<file path="src/rtl/seg_pkg.sv">
// seg_pkg: shared display7 codes and shadow state type
// for the multiplexed 7-segment scan controller.
package seg_pkg;

  localparam int CODE_W = 6;

  localparam logic [CODE_W-1:0] CODE_0 = 6'h00;
  localparam logic [CODE_W-1:0] CODE_1 = 6'h01;
  localparam logic [CODE_W-1:0] CODE_2 = 6'h02;
  localparam logic [CODE_W-1:0] CODE_3 = 6'h03;
  localparam logic [CODE_W-1:0] CODE_4 = 6'h04;
  localparam logic [CODE_W-1:0] CODE_5 = 6'h05;
  localparam logic [CODE_W-1:0] CODE_6 = 6'h06;
  localparam logic [CODE_W-1:0] CODE_7 = 6'h07;
  localparam logic [CODE_W-1:0] CODE_8 = 6'h08;
  localparam logic [CODE_W-1:0] CODE_9 = 6'h09;

  localparam logic [CODE_W-1:0] CODE_C = 6'h0A;
  localparam logic [CODE_W-1:0] CODE_D = 6'h0B;
  localparam logic [CODE_W-1:0] CODE_E = 6'h0C;
  localparam logic [CODE_W-1:0] CODE_L = 6'h0D;
  localparam logic [CODE_W-1:0] CODE_N = 6'h0E;
  localparam logic [CODE_W-1:0] CODE_O = 6'h0F;
  localparam logic [CODE_W-1:0] CODE_P = 6'h10;
  localparam logic [CODE_W-1:0] CODE_S = 6'h11;

  localparam logic [CODE_W-1:0] CODE_DASH = 6'h3F;

  typedef enum logic {
    SH_EMPTY,
    SH_FULL
  } sh_state_t;

endpackage

</file>
<file path="src/rtl/seg_scan_timer.sv">
// seg_scan_timer: per-digit dwell counter and digit index.
// Ports: clk, rst_n; digit_idx = digit being scanned;
//   frame_tick = high on the cycle whose edge wraps
//   digit_idx back to 0 (frame boundary).
module seg_scan_timer #(
  parameter int NUM_DIGITS = 4,
  parameter int SCAN_DIV   = 1000,
  localparam int IW = $clog2(NUM_DIGITS)
) (
  input  logic          clk,
  input  logic          rst_n,
  output logic [IW-1:0] digit_idx,
  output logic          frame_tick
);

  localparam int CW = $clog2(SCAN_DIV);

  localparam logic [CW-1:0] CNT_LAST =
    CW'(SCAN_DIV - 1);
  localparam logic [IW-1:0] IDX_LAST =
    IW'(NUM_DIGITS - 1);

  logic [CW-1:0] cnt;
  logic          term;
  logic          last_digit;

  assign term       = (cnt == CNT_LAST);
  assign last_digit = (digit_idx == IDX_LAST);
  assign frame_tick = term && last_digit;

  always_ff @(posedge clk or negedge rst_n) begin
    if (!rst_n) begin
      cnt       <= '0;
      digit_idx <= '0;
    end else if (term) begin
      cnt <= '0;
      if (last_digit)
        digit_idx <= '0;
      else
        digit_idx <= digit_idx + 1'b1;
    end else begin
      cnt <= cnt + 1'b1;
    end
  end

endmodule

</file>
<file path="src/rtl/seg_scan_ctrl.sv">
// seg_scan_ctrl: time-multiplexes one display7 decoder over
// NUM_DIGITS common-anode digits with frame-atomic updates.
// Ports: clk, rst_n (async, active low);
//   msg_valid/msg_ready/msg_data: whole-message handshake,
//     digit 0 in msg_data[5:0];
//   blink_en: blink the whole display;
//   seg_code: code for the selected digit's decoder;
//   digit_en: active-low one-hot anode selects.
module seg_scan_ctrl
  import seg_pkg::*;
#(
  parameter int NUM_DIGITS   = 4,
  parameter int SCAN_DIV     = 1000,
  parameter int BLINK_FRAMES = 250
) (
  input  logic                         clk,
  input  logic                         rst_n,
  input  logic                         msg_valid,
  output logic                         msg_ready,
  input  logic [CODE_W*NUM_DIGITS-1:0] msg_data,
  input  logic                         blink_en,
  output logic [CODE_W-1:0]            seg_code,
  output logic [NUM_DIGITS-1:0]        digit_en
);

  localparam int IW = $clog2(NUM_DIGITS);
  localparam int FW =
    (BLINK_FRAMES > 1) ? $clog2(BLINK_FRAMES) : 1;
  localparam logic [FW-1:0] FRM_LAST =
    FW'(BLINK_FRAMES - 1);

  typedef logic [NUM_DIGITS-1:0][CODE_W-1:0] buf_t;

  logic [IW-1:0] digit_idx;
  logic          frame_tick;

  sh_state_t     sh_state;
  buf_t          shadow;
  buf_t          active;

  logic [FW-1:0] frame_cnt;
  logic          blink_phase;
  logic          dark;

  seg_scan_timer #(
    .NUM_DIGITS (NUM_DIGITS),
    .SCAN_DIV   (SCAN_DIV)
  ) u_timer (
    .clk        (clk),
    .rst_n      (rst_n),
    .digit_idx  (digit_idx),
    .frame_tick (frame_tick)
  );

  // Shadow handshake. The commit only happens from FULL,
  // so a message accepted on a boundary waits one frame.
  always_ff @(posedge clk or negedge rst_n) begin
    if (!rst_n) begin
      sh_state  <= SH_EMPTY;
      msg_ready <= 1'b1;
      shadow    <= '0;
      active    <= {NUM_DIGITS{CODE_DASH}};
    end else begin
      unique case (sh_state)
        SH_EMPTY: begin
          if (msg_valid) begin
            shadow    <= buf_t'(msg_data);
            sh_state  <= SH_FULL;
            msg_ready <= 1'b0;
          end
        end
        SH_FULL: begin
          if (frame_tick) begin
            active    <= shadow;
            sh_state  <= SH_EMPTY;
            msg_ready <= 1'b1;
          end
        end
        default: begin
          sh_state  <= SH_EMPTY;
          msg_ready <= 1'b1;
        end
      endcase
    end
  end

  // Blink phase advances once per BLINK_FRAMES frames
  // and is parked at 0 while blinking is off.
  always_ff @(posedge clk or negedge rst_n) begin
    if (!rst_n) begin
      frame_cnt   <= '0;
      blink_phase <= 1'b0;
    end else if (!blink_en) begin
      frame_cnt   <= '0;
      blink_phase <= 1'b0;
    end else if (frame_tick) begin
      if (frame_cnt == FRM_LAST) begin
        frame_cnt   <= '0;
        blink_phase <= ~blink_phase;
      end else begin
        frame_cnt <= frame_cnt + 1'b1;
      end
    end
  end

  assign dark = blink_en && blink_phase;

  // Output stage lags digit_idx by one cycle, so the first
  // digit of a frame already sees a freshly committed buffer.
  always_ff @(posedge clk or negedge rst_n) begin
    if (!rst_n) begin
      seg_code <= CODE_DASH;
      digit_en <= ~NUM_DIGITS'(1);
    end else begin
      seg_code <= active[digit_idx];
      if (dark)
        digit_en <= '1;
      else
        digit_en <= ~(NUM_DIGITS'(1) << digit_idx);
    end
  end

endmodule
</file>
<file path="config.mk">
export PLATFORM = sky130hd
export DESIGN_NAME = seg_scan_ctrl
export DESIGN_NICKNAME = d
export VERILOG_FILES = /design/src/rtl/seg_pkg.sv /design/src/rtl/seg_scan_timer.sv /design/src/rtl/seg_scan_ctrl.sv
export SDC_FILE = /design/constraint.sdc
export NUM_CORES = 1
export LEC_CHECK = 0
export BUFFER_PORTS_ARGS = -buffer_cell sky130_fd_sc_hd__buf_2
export CAP_MARGIN = 5
export CORE_MARGIN = 8
export CORE_UTILIZATION = 65
export CTS_BUF_LIST = sky130_fd_sc_hd__clkbuf_4 sky130_fd_sc_hd__clkbuf_8
export CTS_CLUSTER_SIZE = 14
export DETAILED_ROUTE_END_ITERATION = 6
export PLACE_DENSITY = 0.95
export SETUP_SLACK_MARGIN = 0.2
export SLEW_MARGIN = 20
export SYNTH_ARGS = -nofsm -noshare
export SYNTH_HDL_FRONTEND = slang
export SYNTH_HIERARCHICAL = 1
export SYNTH_SLANG_ARGS = --single-unit
</file>
<file path="constraint.sdc">
create_clock -name clk -period 7.5 [get_ports clk]
set_input_delay 0.375 -clock clk [delete_from_list [all_inputs] [get_ports clk]]
set_output_delay 0.375 -clock clk [all_outputs]
set_load 0.02 [all_outputs]
</file>
==> impl_metrics.py, run 1 <==
metrics = {
    "run_status": {
        "status": "finished clean",
    },
    "pwr": {
        "power.internal_w": 0.000700,
        "power.sequential.fraction_pct": 57.1,
        "report.power.total_w": 0.000909,
        "vdd_drop_max_v": 0.000173,
        "pleak_nw": 1.70,
        "swShare_pct": 23.0,
        "switchingPower_w": 0.000209,
        "comb_power_share_pct": 8.1,
        "power.share.clock_pct": 34.8,
        "power_per_cell_area_nw_per_um2": 237,
    },
    "finish": {
        "num-fill-cells": 319,
        "antenna-diode-count": 0,
        "finalNetCount": 307,
        "finalCoreUtilization_pct": 75.1,
        "final_cell_mix": "sky130_fd_sc_hd__mux2_2 (47), sky130_fd_sc_hd__dfrtp_1 (47), sky130_fd_sc_hd__buf_2 (37)",
        "final_layout_size_suffix_gt1_share_pct": 54.3,
        "area.growth.synth_to_final_pct": 12.1,
    },
    "worst_setup_path": {
        "worst_path_dominant_cell_family": "simple AND/OR/NAND/NOR gates",
        "worstSetupPathType": "reg2reg",
        "cp_bufs_invs": 0,
        "startpoint_type": "register",
        "worstPathRequired_ps": 7780,
        "worst_path_max_delay_cell": "sky130_fd_sc_hd__or3b_4",
        "cp_cell_sequence": "ha_1 > nand4b_1 > or3b_4 > nor3_4 > and2_2 > nand2_2 > mux2_2",
        "slowest_delay_ps": 450,
        "setup.worst_path.end_class": "register",
        "critical_path.max_fanout": 24,
        "timing.critical_path.arrival_ps": 3070,
    },
    "synthesis": {
        "post_synth_inst_count": 234,
        "post_synthesis_instance_area_um2": 3420,
        "synth_net_count": 266,
        "synth_area_per_cell_um2": 14.6,
        "yosys_register_bits": 81,
        "number_of_synthesis_warnings": 6,
        "synth_cell_type_count": 38,
        "seq_area_frac_synth_pct": 60.5,
    },
    "sta": {
        "worst_slew_margin_rel_pct": 35.8,
        "max_freq_ghz": 0.358,
        "setup-violations-final": 0,
        "worst_slew_pin_slew_ps": 963,
        "maxSlewViolCount": 0,
        "final_min_period_over_clock_period_pct": 37.3,
        "final.setup_skew_ps": 6.52,
        "post-route-min-period_ps": 2800,
        "grt_setup_unrepaired": "no",
        "setup_tns_ps": 0,
        "timing_hold_violations_final": 0,
    },
    "die": {
        "initial_utilization_pct": 67.0,
        "die_h_um": 88.5,
        "boundaryPins": 39,
        "number_of_cell_rows": 26,
        "die_w_um": 88.5,
        "placeableCoreArea_um2": 5110,
        "fp.dieArea_um2": 7840,
    },
    "global_routing": {
        "grt_util_all_layers_pct": 17.2,
        "grt_first_pass_wirelength_mm": 9.87,
        "pin_count_of_the_biggest_net_entering_global_routing": 82,
        "grt_pass1_vias": 2090,
        "grt_antenna_before_repair": 0,
        "globalRoute.totalOverflow": 0,
    },
    "clock_network": {
        "worstSkewPairLatency_ps": 350,
        "postCtsSetupBuffers": 0,
        "clock_tree.root_cell": "sky130_fd_sc_hd__clkbuf_8",
        "reg_clk_slew_reported_paths_ps": 70,
        "clock_tree_from_tritoncts": "yes",
        "htree_levels": 3,
        "cts-root-to-sink-buffers": 2,
        "tritoncts.num_buffers": 9,
        "cts_hold_buffers": 0,
        "post_cts_resized": 0,
        "cts.sinks": 81,
    },
    "flow_run": {
        "max_cap_viols": 0,
    },
    "hold_path": {
        "worstHoldPathType": "in2async",
    },
    "detailed_routing": {
        "post_drt_wl_per_cell_um": 16.9,
        "drt_first_iter_violations": 88,
        "finalWirelength_mm": 5.91,
        "route.detailed.drc": 0,
        "firstDrtPassIters": 4,
        "antenna_violating_nets_post_route": 0,
        "detailroute.via_count": 1957,
        "routed_via_density": 5.59,
    },
    "place": {
        "place.port_buffers": 38,
        "place_congestion": 0.820,
        "place.detailed.hpwl_mm": 4.06,
    },
}
==> Yosys cell counts (all sizes together) <==
cell type  number  area share, %
mux2           50             17
dfrtp          47             34
dfstp          34             26
nor2           13            1.4
nand3           9            1.3
xor2            9            2.3
nand2           8           0.95
buf             7            2.0
mux4            6            4.0
nand4           6            1.1
a21oi           4           0.59
and2            4           0.77
ha              4            1.5
nand3b          4           0.88
inv             3           0.33
nand2b          3           0.55
a21boi          2           0.44
a31oi           2           0.37
and3            2           0.37
and4            2           0.55
clkbuf          2           0.26
nor2b           2           0.37
o21ai           2           0.29
xnor2           2           0.51
a21o            1           0.22
and2b           1           0.26
nand4b          1           0.26
nor3            1           0.48
o211ai          1           0.22
or3             1           0.18
or3b            1           0.33
==> final cells by class <==
type / instances / area, um2 / area share [%]
Clock inverter: 5 / 55.1 / 1.44
Multi-Input combinational cell: 141 / 1260 / 33.0
Inverter: 3 / 11.3 / 0.294
Clock buffer: 11 / 145 / 3.79
Sequential cell: 81 / 2070 / 54.0
Tap cell: 70 / 87.6 / 2.28
Timing Repair Buffer: 39 / 200 / 5.22
==> worst paths after layout <==
kind | from | end | slack (ps) | depth (start not counted)
max | u_timer/cnt[0]$_DFF_PN0_ | active[4]$_DFFE_PN1P_ | 4700 | 7
min reg2reg | u_timer/cnt[9]$_DFF_PN0_ | u_timer/cnt[9]$_DFF_PN0_ | 500 | 1
min in group clk | msg_data[13] | shadow[13]$_DFFE_PN0P_ | 250 | 2
max in group asynchronous | rst_n | frame_cnt[1]$_DFFE_PN0P_ | 6710 | 1
min | rst_n | u_timer/cnt[8]$_DFF_PN0_ | 160 | 1
max reg2reg | u_timer/cnt[0]$_DFF_PN0_ | active[4]$_DFFE_PN1P_ | 4700 | 7
==> state kept, by name (all words and copies together) (netlist names) <==
name	cells
seg_code	6
shadow	24
frame_cnt	8
sh_state	1
digit_en	4
u_timer/digit_idx	2
active	24
blink_phase	1
u_timer/cnt	10
msg_ready	1
==> cell families after synthesis <==
| logic type | synth area share, % |
|---|---|
| buffers and inverters | 2.60 |
| adders and majority gates | 1.46 |
| and+or+nand+nor | 9.77 |
| DFF | 60.5 |
| xor gates and xnor gates | 2.82 |
| AOI/OAI and AO/OA | 2.12 |
| muxes | 20.7 |
==> worst reg2reg max path, delay by kind of cell, from the launching register on <==
family	cells	cell delay [ps]
adder cells (fa/ha/maj)	1	250
flip-flops	1	420
multiplexers	1	420
AND/OR/NAND/NOR	5	1620
==> per-stage QoR <==
step	cell area (um2)	instances	worst slack, ps	hold slack, ps
2_1_floorplan	3420	234	5140	79.4
5_1_grt	3830	350	4530	234
4_1_cts	3830	350	4720	194
3_5_place_dp	3630	334	4740	479
3_3_place_gp	3630	334	4860	474
6_report	3830	350	4700	165
==> power groups by stage <==
stage	registers [W]	logic, W	clock network, W
6_report	0.000519	0.0000736	0.000317
5_1_grt	0.000526	0.0000813	0.000341
4_1_cts	0.000521	0.0000756	0.000325
3_5_place_dp	0.000528	0.0000747	0
3_3_place_gp	0.000524	0.0000700	0
2_1_floorplan	0.000514	0.0000528	0
==> layer usage <==
layer	GRT usage, %	up-vias	routed length (um)
met1	18.6	987	2380
met2	29.7	50	3110
met5	0	-	0
li1	-	910	-
met4	7.68	0	104
met3	5.94	10	306
No activity file was read; power rests on OpenSTA's default activity.
==> run 2: changes to the inputs <==
Settings changed: CORE_UTILIZATION 65 to 54, PLACE_DENSITY 0.95 to 0.89.
Clock period 7.5 ns to 2.3 ns, I/O delays scaled along.
==> run 2 against run 1 <==
Die area increased by 17%. Setup slack got worse by 4600 ps. Worst hold slack got worse by 140 ps. Sequential cell count unchanged. Wire length increased by 14%. First-iteration DRC count decreased by 31%. Final area increased by 9.2%. Register-to-register slack got worse by 4600 ps. Cell count increased by 11%. Clock-buffer cell count unchanged. Sequential share of layout area decreased by 4.5 points. Via count increased by 9.8%.
==> impl_metrics.py, run 2 (synthesis results as in run 1) <==
metrics = {
    "flow_run": {
        "max_cap_viols": 0,
    },
    "die": {
        "boundaryPins": 39,
        "initial_utilization_pct": 54.8,
        "placeableCoreArea_um2": 6240,
        "die_w_um": 95.6,
        "number_of_cell_rows": 29,
        "fp.dieArea_um2": 9140,
        "die_h_um": 95.6,
    },
    "finish": {
        "layout_top_registers": "active (24), shadow (24), u_timer/cnt (10)",
        "final_layout_size_suffix_gt1_share_pct": 52.9,
        "num-fill-cells": 414,
        "stdcell_count": 389,
        "area.growth.synth_to_final_pct": 22.4,
        "final_cell_mix": "sky130_fd_sc_hd__mux2_2 (47), sky130_fd_sc_hd__dfrtp_1 (47), sky130_fd_sc_hd__buf_2 (37)",
        "finalNetCount": 339,
        "finalCoreUtilization_pct": 67.1,
        "regArea_um2": 2070,
        "antenna-diode-count": 0,
        "multiInputGateArea_um2": 1310,
    },
    "detailed_routing": {
        "detailroute.via_count": 2148,
        "post_drt_wl_per_cell_um": 17.3,
        "antenna_violating_nets_post_route": 0,
        "routed_via_density": 5.52,
        "drt_first_iter_violations": 61,
        "finalWirelength_mm": 6.75,
        "route.detailed.drc": 0,
        "firstDrtPassIters": 6,
    },
    "sta": {
        "post-route-min-period_ps": 2150,
        "setup-violations-final": 0,
        "maxSlewViolCount": 0,
        "timing_hold_violations_final": 0,
        "max_freq_ghz": 0.466,
        "final_min_period_over_clock_period_pct": 93.4,
        "worst_slew_pin_slew_ps": 977,
        "worst_slew_margin_rel_pct": 34.8,
        "setup_ws_ps": 153,
        "worst_slack_on_hold_paths_ps": 26.5,
        "setup_tns_ps": 0,
        "final.setup_skew_ps": 8.02,
        "grt_setup_unrepaired": "yes",
    },
    "worst_setup_path": {
        "timing.critical_path.arrival_ps": 2390,
        "timing.critical_path.depth": 9,
        "crit_path_start": "u_timer/cnt[1]$_DFF_PN0_",
        "worstReg2RegStart": "u_timer/cnt[1]$_DFF_PN0_",
        "worstSetupPathType": "reg2reg",
        "worst_path_max_delay_cell": "sky130_fd_sc_hd__or3b_4",
        "timing.reg2reg.worst_path_depth": 9,
        "worst_path_dominant_cell_family": "simple AND/OR/NAND/NOR gates",
        "setup.worst_path.end_class": "register",
        "startpoint_type": "register",
        "worstPathRequired_ps": 2540,
        "cp_cell_sequence": "ha_4 > nand4b_1 > or3b_4 > nor3_4 > and2_4 > buf_12 > nand4_1 > xnor2_1 > and2_1",
        "critical_path.max_fanout": 4,
        "cp_bufs_invs": 1,
        "slowest_delay_ps": 430,
    },
    "place": {
        "dp_worst_setup_slack_ps": 107,
        "place.detailed.hpwl_mm": 3.89,
        "place_congestion": 0.776,
        "place.port_buffers": 38,
        "placed_cells": 343,
    },
    "clock_network": {
        "tritoncts.num_buffers": 9,
        "clock_tree_from_tritoncts": "yes",
        "worstSkewPairLatency_ps": 350,
        "cts-root-to-sink-buffers": 2,
        "htree_levels": 3,
        "clock_tree.root_cell": "sky130_fd_sc_hd__clkbuf_8",
        "cts.sinks": 81,
        "reg_clk_slew_reported_paths_ps": 80,
    },
    "global_routing": {
        "globalRoute.totalOverflow": 0,
        "pin_count_of_the_biggest_net_entering_global_routing": 82,
        "grt_pass1_vias": 2304,
        "gr-max-usage-layer": "met2",
        "grtUsageMet3_pct": 5.04,
        "global_routing_met1_resource_utilization_pct": 17.0,
        "globalRouteMet2Util_pct": 27.4,
        "grt_util_all_layers_pct": 15.6,
        "grt_first_pass_wirelength_mm": 10.8,
        "grt_antenna_before_repair": 0,
    },
    "hold_path": {
        "hold_depth": 2,
        "worstHoldPathType": "in2reg",
        "hold_start": "msg_data[22]",
    },
    "pwr": {
        "vdd_drop_max_v": 0.000705,
        "pleak_nw": 1.84,
        "power_per_cell_area_nw_per_um2": 715,
    },
    "run_status": {
        "status": "finished clean",
    },
}
[run 2: cell types whose count changed in the layout (fill, tap and decap cells not counted), sizes merged]
cell / before / now
dlygate4sd3: 0 / 22
buf: 39 / 48
clkinv: 2 / 3
clkinvlp: 2 / 1
nand2: 8 / 9
[run 2: report_power, final]
part | leakage, nW | total (W) | switching (W) | internal (W)
sequential | 0.935 | 0.00170 | 0.000103 | 0.00159
clock | 0.100 | 0.00102 | 0.000497 | 0.000524
combinational | 0.809 | 0.000274 | 0.0000980 | 0.000176
[run 2: path summary, 6_finish.rpt]
kind / slack, ps / end
setup / recovery: 150 / blink_phase$_DFFE_PN0P_
hold / removal: 30 / shadow[22]$_DFFE_PN0P_
min in group asynchronous: 470 / u_timer/cnt[5]$_DFF_PN0_
hold reg to reg: 510 / shadow[18]$_DFFE_PN0P_
max in group asynchronous: 1200 / frame_cnt[7]$_DFFE_PN0P_
setup reg to reg: 150 / blink_phase$_DFFE_PN0P_
[run 2: cell type report]
cell class | instances | share of cell area, %
Inverter | 3 | 0.269
Multi-Input combinational cell | 142 | 31.4
Timing Repair Buffer | 70 | 12.0
Clock buffer | 11 | 3.32
Clock inverter | 5 | 1.34
Sequential cell | 81 | 49.4
Tap cell | 77 | 2.30
[run 2: stage by stage]
stage | area [um2] | total power [W]
after floorplan | 3440 | 0.00185
after global routing | 4190 | 0.00312
after CTS | 4130 | 0.00301
after detailed placement | 3670 | 0.00196
final | 4190 | 0.00299
after global placement | 3670 | 0.00194
[run 2: per-layer routing]
layer,routed length [um],vias to the layer above,share of wire (%)
met2,3670,55,54
met5,0,-,0
li1,-,973,-
met4,141,0,2.1
met1,2610,1109,39
met3,332,11,4.9
[run 2: timing repair]
item                       4_1_cts  5_1_grt
setup endpoints to repair       30       32
setup buffers                    4        3
gates resized for setup          1        2
pin swaps                        1       10
hold buffers                    22        0
hold endpoints to repair        68        0
cloned                           0        1
